## config.mk

```make
export PLATFORM = sky130hd
export DESIGN_NAME = snake_motion_ctrl_flat
export DESIGN_NICKNAME = d
export VERILOG_FILES = /design/src/rtl/snake_motion_if.sv /design/src/rtl/snake_motion_ctrl.sv /design/src/flat_wrapper.sv
export SDC_FILE = /design/constraint.sdc
export NUM_CORES = 2
export LEC_CHECK = 0
export CORE_MARGIN = 1
export CORE_UTILIZATION = 25
export DETAILED_ROUTE_END_ITERATION = 10
export PLACE_DENSITY = 0.37
export SYNTH_ARGS = -nofsm -noshare
export SYNTH_HDL_FRONTEND = slang
export SYNTH_SLANG_ARGS = --single-unit
```

## constraint.sdc

```tcl
create_clock -name clk_25M -period 69.1 [get_ports clk_25M]
set_input_delay 13.82 -clock clk_25M [delete_from_list [all_inputs] [get_ports clk_25M]]
set_output_delay 13.82 -clock clk_25M [all_outputs]
set_load 0.02 [all_outputs]
```

## src/rtl/snake_motion_if.sv

```systemverilog
// rtl/snake_motion_if.sv - control, status and segment read bundle for snake_motion_ctrl
interface snake_motion_if;
    logic       enable;
    logic       pause;
    logic       btn_l;
    logic       btn_r;
    logic       btn_u;
    logic       btn_d;
    logic       grow;
    logic [5:0] rd_idx;
    logic [9:0] rd_x;
    logic [9:0] rd_y;
    logic [9:0] head_x;
    logic [9:0] head_y;
    logic [6:0] length;
    logic [2:0] state;
    logic       step_strobe;
    logic       game_over;

    modport master (
        output enable, pause, btn_l, btn_r, btn_u, btn_d, grow, rd_idx,
        input  rd_x, rd_y, head_x, head_y, length, state, step_strobe, game_over
    );

    modport slave (
        input  enable, pause, btn_l, btn_r, btn_u, btn_d, grow, rd_idx,
        output rd_x, rd_y, head_x, head_y, length, state, step_strobe, game_over
    );
endinterface

```

## src/rtl/snake_motion_ctrl.sv

```systemverilog
// rtl/snake_motion_ctrl.sv - snake movement, growth, collision detection and game FSM
module snake_motion_ctrl #(
    parameter int MAX_LEN  = 64,
    parameter int INIT_LEN = 4,
    parameter int STEP     = 5,
    parameter int SEG      = 10,
    parameter int INIT_X   = 100,
    parameter int INIT_Y   = 100,
    parameter int TICK_DIV = 1600000
) (
    input  logic         clk_25M,
    input  logic         reset,
    snake_motion_if.slave sif
);
    localparam int TW = (TICK_DIV > 1) ? $clog2(TICK_DIV) : 1;
    localparam logic [9:0] PARK_X = 10'd700;
    localparam logic [9:0] PARK_Y = 10'd500;

    typedef enum logic [2:0] {
        ST_IDLE = 3'd0, ST_WAIT = 3'd1, ST_RUN = 3'd2,
        ST_SCAN = 3'd3, ST_PAUSE = 3'd4, ST_OVER = 3'd5
    } state_t;
    typedef enum logic [2:0] {
        DIR_NONE = 3'd0, DIR_L = 3'd1, DIR_R = 3'd2, DIR_U = 3'd3, DIR_D = 3'd4
    } dir_t;

    state_t        state_q, state_d;
    dir_t          dir_q, dir_d, dir_next_q, dir_next_d, req;
    logic [TW-1:0] tick_q, tick_d;
    logic          grow_q, grow_d;
    logic [6:0]    len_q, len_d, new_len;
    logic [5:0]    scan_q, scan_d;
    logic          strobe_q, strobe_d;
    logic          over_q, over_d;
    logic [9:0]    seg_x_q [MAX_LEN];
    logic [9:0]    seg_y_q [MAX_LEN];
    logic [9:0]    seg_x_d [MAX_LEN];
    logic [9:0]    seg_y_d [MAX_LEN];
    logic [9:0]    nx, ny;
    logic [10:0]   wx, wy;
    logic          req_ok, live, wall;

    always_comb begin
        state_d    = state_q;
        dir_d      = dir_q;
        dir_next_d = dir_next_q;
        tick_d     = tick_q;
        grow_d     = grow_q;
        len_d      = len_q;
        scan_d     = scan_q;
        strobe_d   = 1'b0;
        seg_x_d    = seg_x_q;
        seg_y_d    = seg_y_q;

        // Highest-priority button wins; a reversing request is dropped, not demoted.
        if (sif.btn_l)      req = DIR_L;
        else if (sif.btn_r) req = DIR_R;
        else if (sif.btn_u) req = DIR_U;
        else if (sif.btn_d) req = DIR_D;
        else                req = DIR_NONE;
        req_ok = (req != DIR_NONE) &&
                 !((req == DIR_L && dir_q == DIR_R) || (req == DIR_R && dir_q == DIR_L) ||
                   (req == DIR_U && dir_q == DIR_D) || (req == DIR_D && dir_q == DIR_U));
        live = (state_q == ST_WAIT) || (state_q == ST_RUN) ||
               (state_q == ST_SCAN) || (state_q == ST_PAUSE);
        if (live && req_ok) dir_next_d = req;
        if (live && sif.grow) grow_d = 1'b1;

        nx = seg_x_q[0];
        ny = seg_y_q[0];
        case (dir_next_q)
            DIR_L:   nx = seg_x_q[0] - 10'(STEP);
            DIR_R:   nx = seg_x_q[0] + 10'(STEP);
            DIR_U:   ny = seg_y_q[0] - 10'(STEP);
            DIR_D:   ny = seg_y_q[0] + 10'(STEP);
            default: ;
        endcase
        wx   = {1'b0, nx};
        wy   = {1'b0, ny};
        wall = (wx < 11'd11) || (wx + 11'(SEG) > 11'd629) ||
               (wy < 11'd11) || (wy + 11'(SEG) > 11'd469);
        // A grow pulse on the terminal tick itself still counts for this step.
        new_len = ((grow_q || sif.grow) && len_q < 7'(MAX_LEN)) ? len_q + 7'd1 : len_q;

        case (state_q)
            ST_WAIT: begin
                if (req_ok) begin
                    state_d = ST_RUN;
                    tick_d  = '0;
                end
            end
            ST_RUN: begin
                if (sif.pause) begin
                    state_d = ST_PAUSE;
                end else if (tick_q == TW'(TICK_DIV - 1)) begin
                    tick_d = '0;
                    dir_d  = dir_next_q;
                    for (int i = 1; i < MAX_LEN; i++) begin
                        if (i < int'(new_len)) begin
                            seg_x_d[i] = seg_x_q[i-1];
                            seg_y_d[i] = seg_y_q[i-1];
                        end
                    end
                    seg_x_d[0] = nx;
                    seg_y_d[0] = ny;
                    len_d      = new_len;
                    grow_d     = 1'b0;
                    strobe_d   = 1'b1;
                    scan_d     = 6'd1;
                    state_d    = wall ? ST_OVER : ST_SCAN;
                end else begin
                    tick_d = tick_q + TW'(1);
                end
            end
            ST_SCAN: begin
                if (seg_x_q[scan_q] == seg_x_q[0] && seg_y_q[scan_q] == seg_y_q[0])
                    state_d = ST_OVER;
                else if (7'(scan_q) == len_q - 7'd1)
                    state_d = ST_RUN;
                else
                    scan_d = scan_q + 6'd1;
            end
            ST_PAUSE: begin
                if (!sif.pause) state_d = ST_RUN;
            end
            default: ;
        endcase

        if (!sif.enable || state_q == ST_IDLE) begin
            state_d    = (sif.enable && state_q == ST_IDLE) ? ST_WAIT : ST_IDLE;
            dir_d      = DIR_NONE;
            dir_next_d = DIR_NONE;
            tick_d     = '0;
            grow_d     = 1'b0;
            len_d      = 7'(INIT_LEN);
            scan_d     = 6'd1;
            for (int i = 0; i < MAX_LEN; i++) begin
                seg_x_d[i] = PARK_X;
                seg_y_d[i] = PARK_Y;
            end
            seg_x_d[0] = 10'(INIT_X);
            seg_y_d[0] = 10'(INIT_Y);
        end
        over_d = (state_d == ST_OVER);
    end

    always_ff @(posedge clk_25M or posedge reset) begin
        if (reset) begin
            state_q    <= ST_IDLE;
            dir_q      <= DIR_NONE;
            dir_next_q <= DIR_NONE;
            tick_q     <= '0;
            grow_q     <= 1'b0;
            len_q      <= 7'(INIT_LEN);
            scan_q     <= 6'd1;
            strobe_q   <= 1'b0;
            over_q     <= 1'b0;
            for (int i = 0; i < MAX_LEN; i++) begin
                seg_x_q[i] <= (i == 0) ? 10'(INIT_X) : PARK_X;
                seg_y_q[i] <= (i == 0) ? 10'(INIT_Y) : PARK_Y;
            end
        end else begin
            state_q    <= state_d;
            dir_q      <= dir_d;
            dir_next_q <= dir_next_d;
            tick_q     <= tick_d;
            grow_q     <= grow_d;
            len_q      <= len_d;
            scan_q     <= scan_d;
            strobe_q   <= strobe_d;
            over_q     <= over_d;
            seg_x_q    <= seg_x_d;
            seg_y_q    <= seg_y_d;
        end
    end

    assign sif.rd_x        = seg_x_q[sif.rd_idx];
    assign sif.rd_y        = seg_y_q[sif.rd_idx];
    assign sif.head_x      = seg_x_q[0];
    assign sif.head_y      = seg_y_q[0];
    assign sif.length      = len_q;
    assign sif.state       = state_q;
    assign sif.step_strobe = strobe_q;
    assign sif.game_over   = over_q;
endmodule
```

## src/flat_wrapper.sv

```systemverilog
// flat-port wrapper written by rule: the top's interface ports become plain ports
module snake_motion_ctrl_flat 
#(
    parameter int MAX_LEN  = 64,
    parameter int INIT_LEN = 4,
    parameter int STEP     = 5,
    parameter int SEG      = 10,
    parameter int INIT_X   = 100,
    parameter int INIT_Y   = 100,
    parameter int TICK_DIV = 1600000
)
  (clk_25M, reset, sif_enable, sif_pause, sif_btn_l, sif_btn_r, sif_btn_u, sif_btn_d, sif_grow, sif_rd_idx, sif_rd_x, sif_rd_y, sif_head_x, sif_head_y, sif_length, sif_state, sif_step_strobe, sif_game_over);
  snake_motion_if sif_i ();
  input  logic clk_25M;
  input  logic reset;
  input wire logic [$bits(sif_i.enable)-1:0] sif_enable;
  input wire logic [$bits(sif_i.pause)-1:0] sif_pause;
  input wire logic [$bits(sif_i.btn_l)-1:0] sif_btn_l;
  input wire logic [$bits(sif_i.btn_r)-1:0] sif_btn_r;
  input wire logic [$bits(sif_i.btn_u)-1:0] sif_btn_u;
  input wire logic [$bits(sif_i.btn_d)-1:0] sif_btn_d;
  input wire logic [$bits(sif_i.grow)-1:0] sif_grow;
  input wire logic [$bits(sif_i.rd_idx)-1:0] sif_rd_idx;
  output wire logic [$bits(sif_i.rd_x)-1:0] sif_rd_x;
  output wire logic [$bits(sif_i.rd_y)-1:0] sif_rd_y;
  output wire logic [$bits(sif_i.head_x)-1:0] sif_head_x;
  output wire logic [$bits(sif_i.head_y)-1:0] sif_head_y;
  output wire logic [$bits(sif_i.length)-1:0] sif_length;
  output wire logic [$bits(sif_i.state)-1:0] sif_state;
  output wire logic [$bits(sif_i.step_strobe)-1:0] sif_step_strobe;
  output wire logic [$bits(sif_i.game_over)-1:0] sif_game_over;
  assign sif_i.enable = sif_enable;
  assign sif_i.pause = sif_pause;
  assign sif_i.btn_l = sif_btn_l;
  assign sif_i.btn_r = sif_btn_r;
  assign sif_i.btn_u = sif_btn_u;
  assign sif_i.btn_d = sif_btn_d;
  assign sif_i.grow = sif_grow;
  assign sif_i.rd_idx = sif_rd_idx;
  assign sif_rd_x = sif_i.rd_x;
  assign sif_rd_y = sif_i.rd_y;
  assign sif_head_x = sif_i.head_x;
  assign sif_head_y = sif_i.head_y;
  assign sif_length = sif_i.length;
  assign sif_state = sif_i.state;
  assign sif_step_strobe = sif_i.step_strobe;
  assign sif_game_over = sif_i.game_over;
  snake_motion_ctrl #(.MAX_LEN(MAX_LEN), .INIT_LEN(INIT_LEN), .STEP(STEP), .SEG(SEG), .INIT_X(INIT_X), .INIT_Y(INIT_Y), .TICK_DIV(TICK_DIV)) u_core (.clk_25M(clk_25M), .reset(reset), .sif(sif_i));
endmodule
```

Word level (Yosys, flattened, before mapping)
Cells that the tools add are included.
{"block": "totals", "input_bits": 15, "wordCells": 597, "ram_bits": 0, "output_inout_bits": 52, "latchBits": 0, "reg_bits": 1326, "memories": 0, "rom_bits": 0}
{"block": "op_classes", "shift": 0, "addsub": 10, "eq_ne": 27, "n_lt_le_gt_ge": 70, "mul": 0, "n_mux": 192, "reduce_logical": 159, "n_bitwise": 2, "n_div": 0}
{"op": "640-bit two-way mux", "count": 8}
{"op": "10-bit two-way mux", "count": 134}
{"op": "4-bit AND reduction", "count": 63}
{"op": "10-bit binary-select mux with 6-bit select", "count": 4}
{"op": "6-bit by 7-bit less-than comparator with 1-bit output (first input constant)", "count": 32}
{"op": "2-bit nonzero test", "count": 66}
{"op": "5-bit by 7-bit less-than comparator with 1-bit output (first input constant)", "count": 16}
{"op": "21-bit two-way mux", "count": 4}
{"op": "4-bit by 7-bit less-than comparator with 1-bit output (first input constant)", "count": 8}
{"op": "3-bit two-way mux", "count": 18}
{"op": "21-bit case mux with 2 select lines", "count": 1}
{"op": "10-bit case mux with 2 select lines", "count": 2}
{"op": "7-bit two-way mux", "count": 5}
{"op": "6-bit two-way mux", "count": 5}
{"op": "3-bit by 7-bit less-than comparator with 1-bit output (first input constant)", "count": 4}
{"op": "3-bit by 2-bit equality test with 1-bit output (second input constant)", "count": 8}
{"op": "10-bit by 4-bit adder with 11-bit output (second input constant)", "count": 2}
{"op": "21-bit by 1-bit adder with 21-bit output (second input constant)", "count": 1}
{"op": "21-bit equality test (second input constant)", "count": 1}
{"op": "10-bit by 3-bit adder with 10-bit output (second input constant)", "count": 2}
{"op": "10-bit equality test", "count": 2}
{"op": "10-bit by 4-bit less-than comparator with 1-bit output (second input constant)", "count": 2}
{"op": "10-bit by 3-bit subtractor with 10-bit output (second input constant)", "count": 2}
{"op": "3-bit equality test (second input constant)", "count": 5}
{"op": "25 further kinds", "count": 65}

Longest topological paths before layout
{"block": "depth", "depth_word": 15, "depth_mapped": 19, "depth_no_buf": 18}

Worst setup path before layout
No wires, ideal clock.
{"block": "synth_path", "path_type": "input-to-output", "startpoint": "in sif_rd_idx[0]", "endpoint": "out sif_rd_x[0]", "n_path_buf": 3, "arrival_time_ps": 16374, "required_time_ps": 55280, "path_slack_ps": 38906, "path_stages": 6, "cell_sequence": "clkbuf_1 clkbuf_1 buf_1 mux4_2 mux4_2 mux4_2"}
{"block": "synth_via", "elab_chain_cells": 4}
{"element": "from (decl)", "line": "flat_wrapper.sv:23", "text": "input wire logic [$bits(sif_i.rd_idx)-1:0] sif_rd_idx;"}
{"element": "6-bit NOT with 7-bit output (implied by the code)", "line": "snake_motion_ctrl.sv:177", "text": "assign sif.rd_x = seg_x_q[sif.rd_idx];"}
{"element": "10-bit binary-select mux with 6-bit select", "line": "snake_motion_ctrl.sv:177"}
{"element": "10-bit two-way mux (implied by the code) (2 in a row)", "line": "snake_motion_ctrl.sv:177"}
{"element": "to (decl)", "line": "flat_wrapper.sv:24", "text": "output wire logic [$bits(sif_i.rd_x)-1:0] sif_rd_x;"}
Every way passes these cells. The select of a mux whose other input is x is not followed.

Worst setup path in the final report
{"block": "layout_path", "startpoint": "in sif_rd_idx[0]", "endpoint": "out sif_rd_x[7]"}
The elaborated chain is that of the path after synthesis.

==> out/results.ini <==
[die]
ioPinCount = 67
die_area_um2 = 310000
die-width_um = 556.8
fp-row-count = 203
die_h_um = 556.8
core_area_um2 = 306100
start_util_pct = 25.14

[global_route]
grt_pass1_vias = 62890
grt_pass1_wl_um = 531200
grt_max_degree = 193
grt.total_usage_pct = 24.24
grt_overflow_total = 0
grt_antenna_before_repair = 35

[synth]
synth_top_family_by_area = multiplexers
netlist_area_um2 = 76940
synthXorXnorAreaFrac_pct = 0.5805
async_reset_ff_share_pct = 100.0
yosysWarningCount = 0
synthSimpleGateAreaFrac_pct = 19.34
ys_ff_latch = 1326
synthTopCellsByCount = nand2_1 (1224), nor2_1 (1215), dfstp_2 (764), mux4_2 (657), dfrtp_1 (562)
synth_mux_area_share_pct = 21.79
yosysTopAreaCellShare_pct = 26.09
syn_inst = 7692
yosys-top-cells-area = dfstp_2 (26%), mux4_2 (19%), dfrtp_1 (18%)
synth_edf_count = 0
synth_cell_type_count = 99
ys_seq_area_share_pct = 44.37
ys.flop_type = dfstp_2
synth_compound_area_share_pct = 8.855
avgSynthCellArea_um2 = 10.00
synth_area_leader_cell = dfstp_2
synthesis.nets = 7736
yosysMostFrequentCell = nand2_1
synthAdderAreaFrac_pct = 0.4911

[detailed_routing]
detail-route-antenna-nets = 0
drt-vias-per-instance = 5.490
drt-total-wl_um = 379700
num_vias = 64530
drc = 0
wire_per_inst_um = 32.31
drt_first_pass_iters = 5
drt_iter0_drc = 7157

[timing]
timing.fmax_mhz = 30.77
slew_viol_final = 0
hold_viol = 0
finalSetupTns_ns = 0
layout_min_cycle_time_ns = 32.50
max-slew-margin-rel_pct = 12.58
period_share_pct = 47.04
layout_setup_ws_ns = 36.60
clock_skew_ns = 0.06130
setup_viol = 0
rsz0062_at_grt = false
worst_pin_slew_ns = 1.305

[place]
place_area_um2 = 82320
io_buffer_count = 66
place.gp.congestion = 0.8634
dp_hpwl_um = 242900
place_ws_ns = 36.55
dp.cells = 11420

[final_layout]
nets = 7547
final_util_pct = 28.86
fin_cells = 11750
drive_gt1_share_pct = 27.47
syn_to_final_growth_pct = 14.80
post-route-cell-area_um2 = 88330
nFillCells = 31680

[pwr]
powerDensity_nw_per_um2 = 23.89
power_leakage_nw = 32.59
peakVddDrop_mv = 0.01615

[worst_hold_path]
hold_class = reg -> reg

[worst_setup_path]
worstSetupEndpoint = sif_rd_x[7]
r2r-start = u_core.scan_q[0]
end_kind = output pin
path_class = in -> out
ff2ff_setup_slack_ns = 62.37
crit_required_ns = 55.28
worstPathMaxFanout = 69
cp-start-kind = input pin
cp.arrival_ns = 18.68
startpoint = sif_rd_idx[0]
reg2regPathDepth = 13
r2r_end = u_core.scan_q[0]

[clocking]
clk_pin_slew_ns = 0.06
root_buffer = clkbuf_16
cts.sink_count = 1326
h-tree-depth = 4
cts_buffers = 178
postCtsSetupRepairBufs = 0
cts_hold_buf = 0
cts_buffer_depth = 4
postCtsResizedCells = 0
clk_latency_ns = 0.88
cts_tree = done

[job]
cap_violations = 0

[status]
status = completed

==> routing by layer <==
| layer | track usage (%) | vias to the layer above | routed length, µm |
|---|---|---|---|
| met1 | 32.27 | 33960 | 160400 |
| li1 | - | 27180 | - |
| met4 | 12.14 | 26 | 20870 |
| met3 | 4.712 | 650 | 26560 |
| met2 | 37.46 | 2715 | 171700 |
| met5 | 0 | - | 175 |
==> cells in the final DEF, fill, tap and decap left out, drive strengths merged, types with 157 or more instances in the layout <==
cell type,netlist,routed
nand2,1224,1224
nor2,1216,1216
dfstp,764,764
mux4,657,657
dfrtp,562,562
nand3,491,491
a21oi,442,442
nor3,428,428
clkbuf,497,268
buf,171,238
o21ai,195,195
mux2i,176,176
inv,154,157
==> state kept, by name (all words and copies together), names as in the netlist, 6 cells and up <==
| name | flops |
|---|---|
| u_core.sif.length | 7 |
| u_core.sif.head_y | 10 |
| u_core.scan_q | 6 |
| u_core.sif.head_x | 10 |
| u_core.seg_x_q | 630 |
| u_core.seg_y_q | 630 |
| u_core.tick_q | 21 |
==> per-stage QoR <==
| step | power (W) | hold WS (ns) |
|---|---|---|
| after floorplan | 0.0009798 | 0.4527 |
| after global placement | 0.001154 | 0.4709 |
| final | 0.002110 | 0.4750 |
| after detailed placement | 0.001156 | 0.4751 |
| after CTS | 0.002129 | 0.4816 |
| after global routing | 0.002170 | 0.4999 |
==> power by group <==
part / internal, W / switching, W / leakage, nW
clock: 0.000580 / 0.000385 / 2.97
combinational: 0.0000616 / 0.000294 / 13.7
sequential: 0.000783 / 0.00000660 / 15.9
total: 0.00142 / 0.000686 / 32.6
==> worst min-delay path by stage <==
stage	startpoint	to	slack, ns	depth (start not counted)
3_5_place_dp	u_core.seg_x_q[532]	u_core.seg_x_q[532]	0.48	2
5_1_grt	u_core.seg_x_q[533]	u_core.seg_x_q[533]	0.50	2
2_1_floorplan	u_core.seg_x_q[535]	u_core.seg_x_q[535]	0.45	2
3_3_place_gp	u_core.seg_y_q[546]	u_core.seg_y_q[546]	0.47	2
4_1_cts	u_core.seg_x_q[155]	u_core.seg_x_q[145]	0.48	2
6_report	u_core.seg_x_q[155]	u_core.seg_x_q[145]	0.48	2
==> cells by family after synthesis <==
kind of cell,Yosys count
xor+xnor,51
buf+inv,824
mux,851
simple gates,3524
compound gates,1087
fa+ha+maj,29
flops,1326
==> cell type report <==
cell class	instances	area (µm²)	share of cell area, %
tap	4100	5130	5.808
inverter	156	593.1	0.6714
multi-input combinational	5542	39970	45.25
clock buffer	268	5386	6.098
clock inverter	49	581.8	0.6587
antenna	14	35.03	0.03966
timing repair buffer	299	2476	2.803
sequential	1326	34160	38.67
==> critical path, stage by stage <==
cell and delay, ns:
buf_8 0.58, buf_4 0.82, buf_4 0.76, mux4_2 0.60
mux4_2 0.72, mux4_2 0.61, clkdlybuf4s50_1 0.58
(Power assumes the default switching activity.)
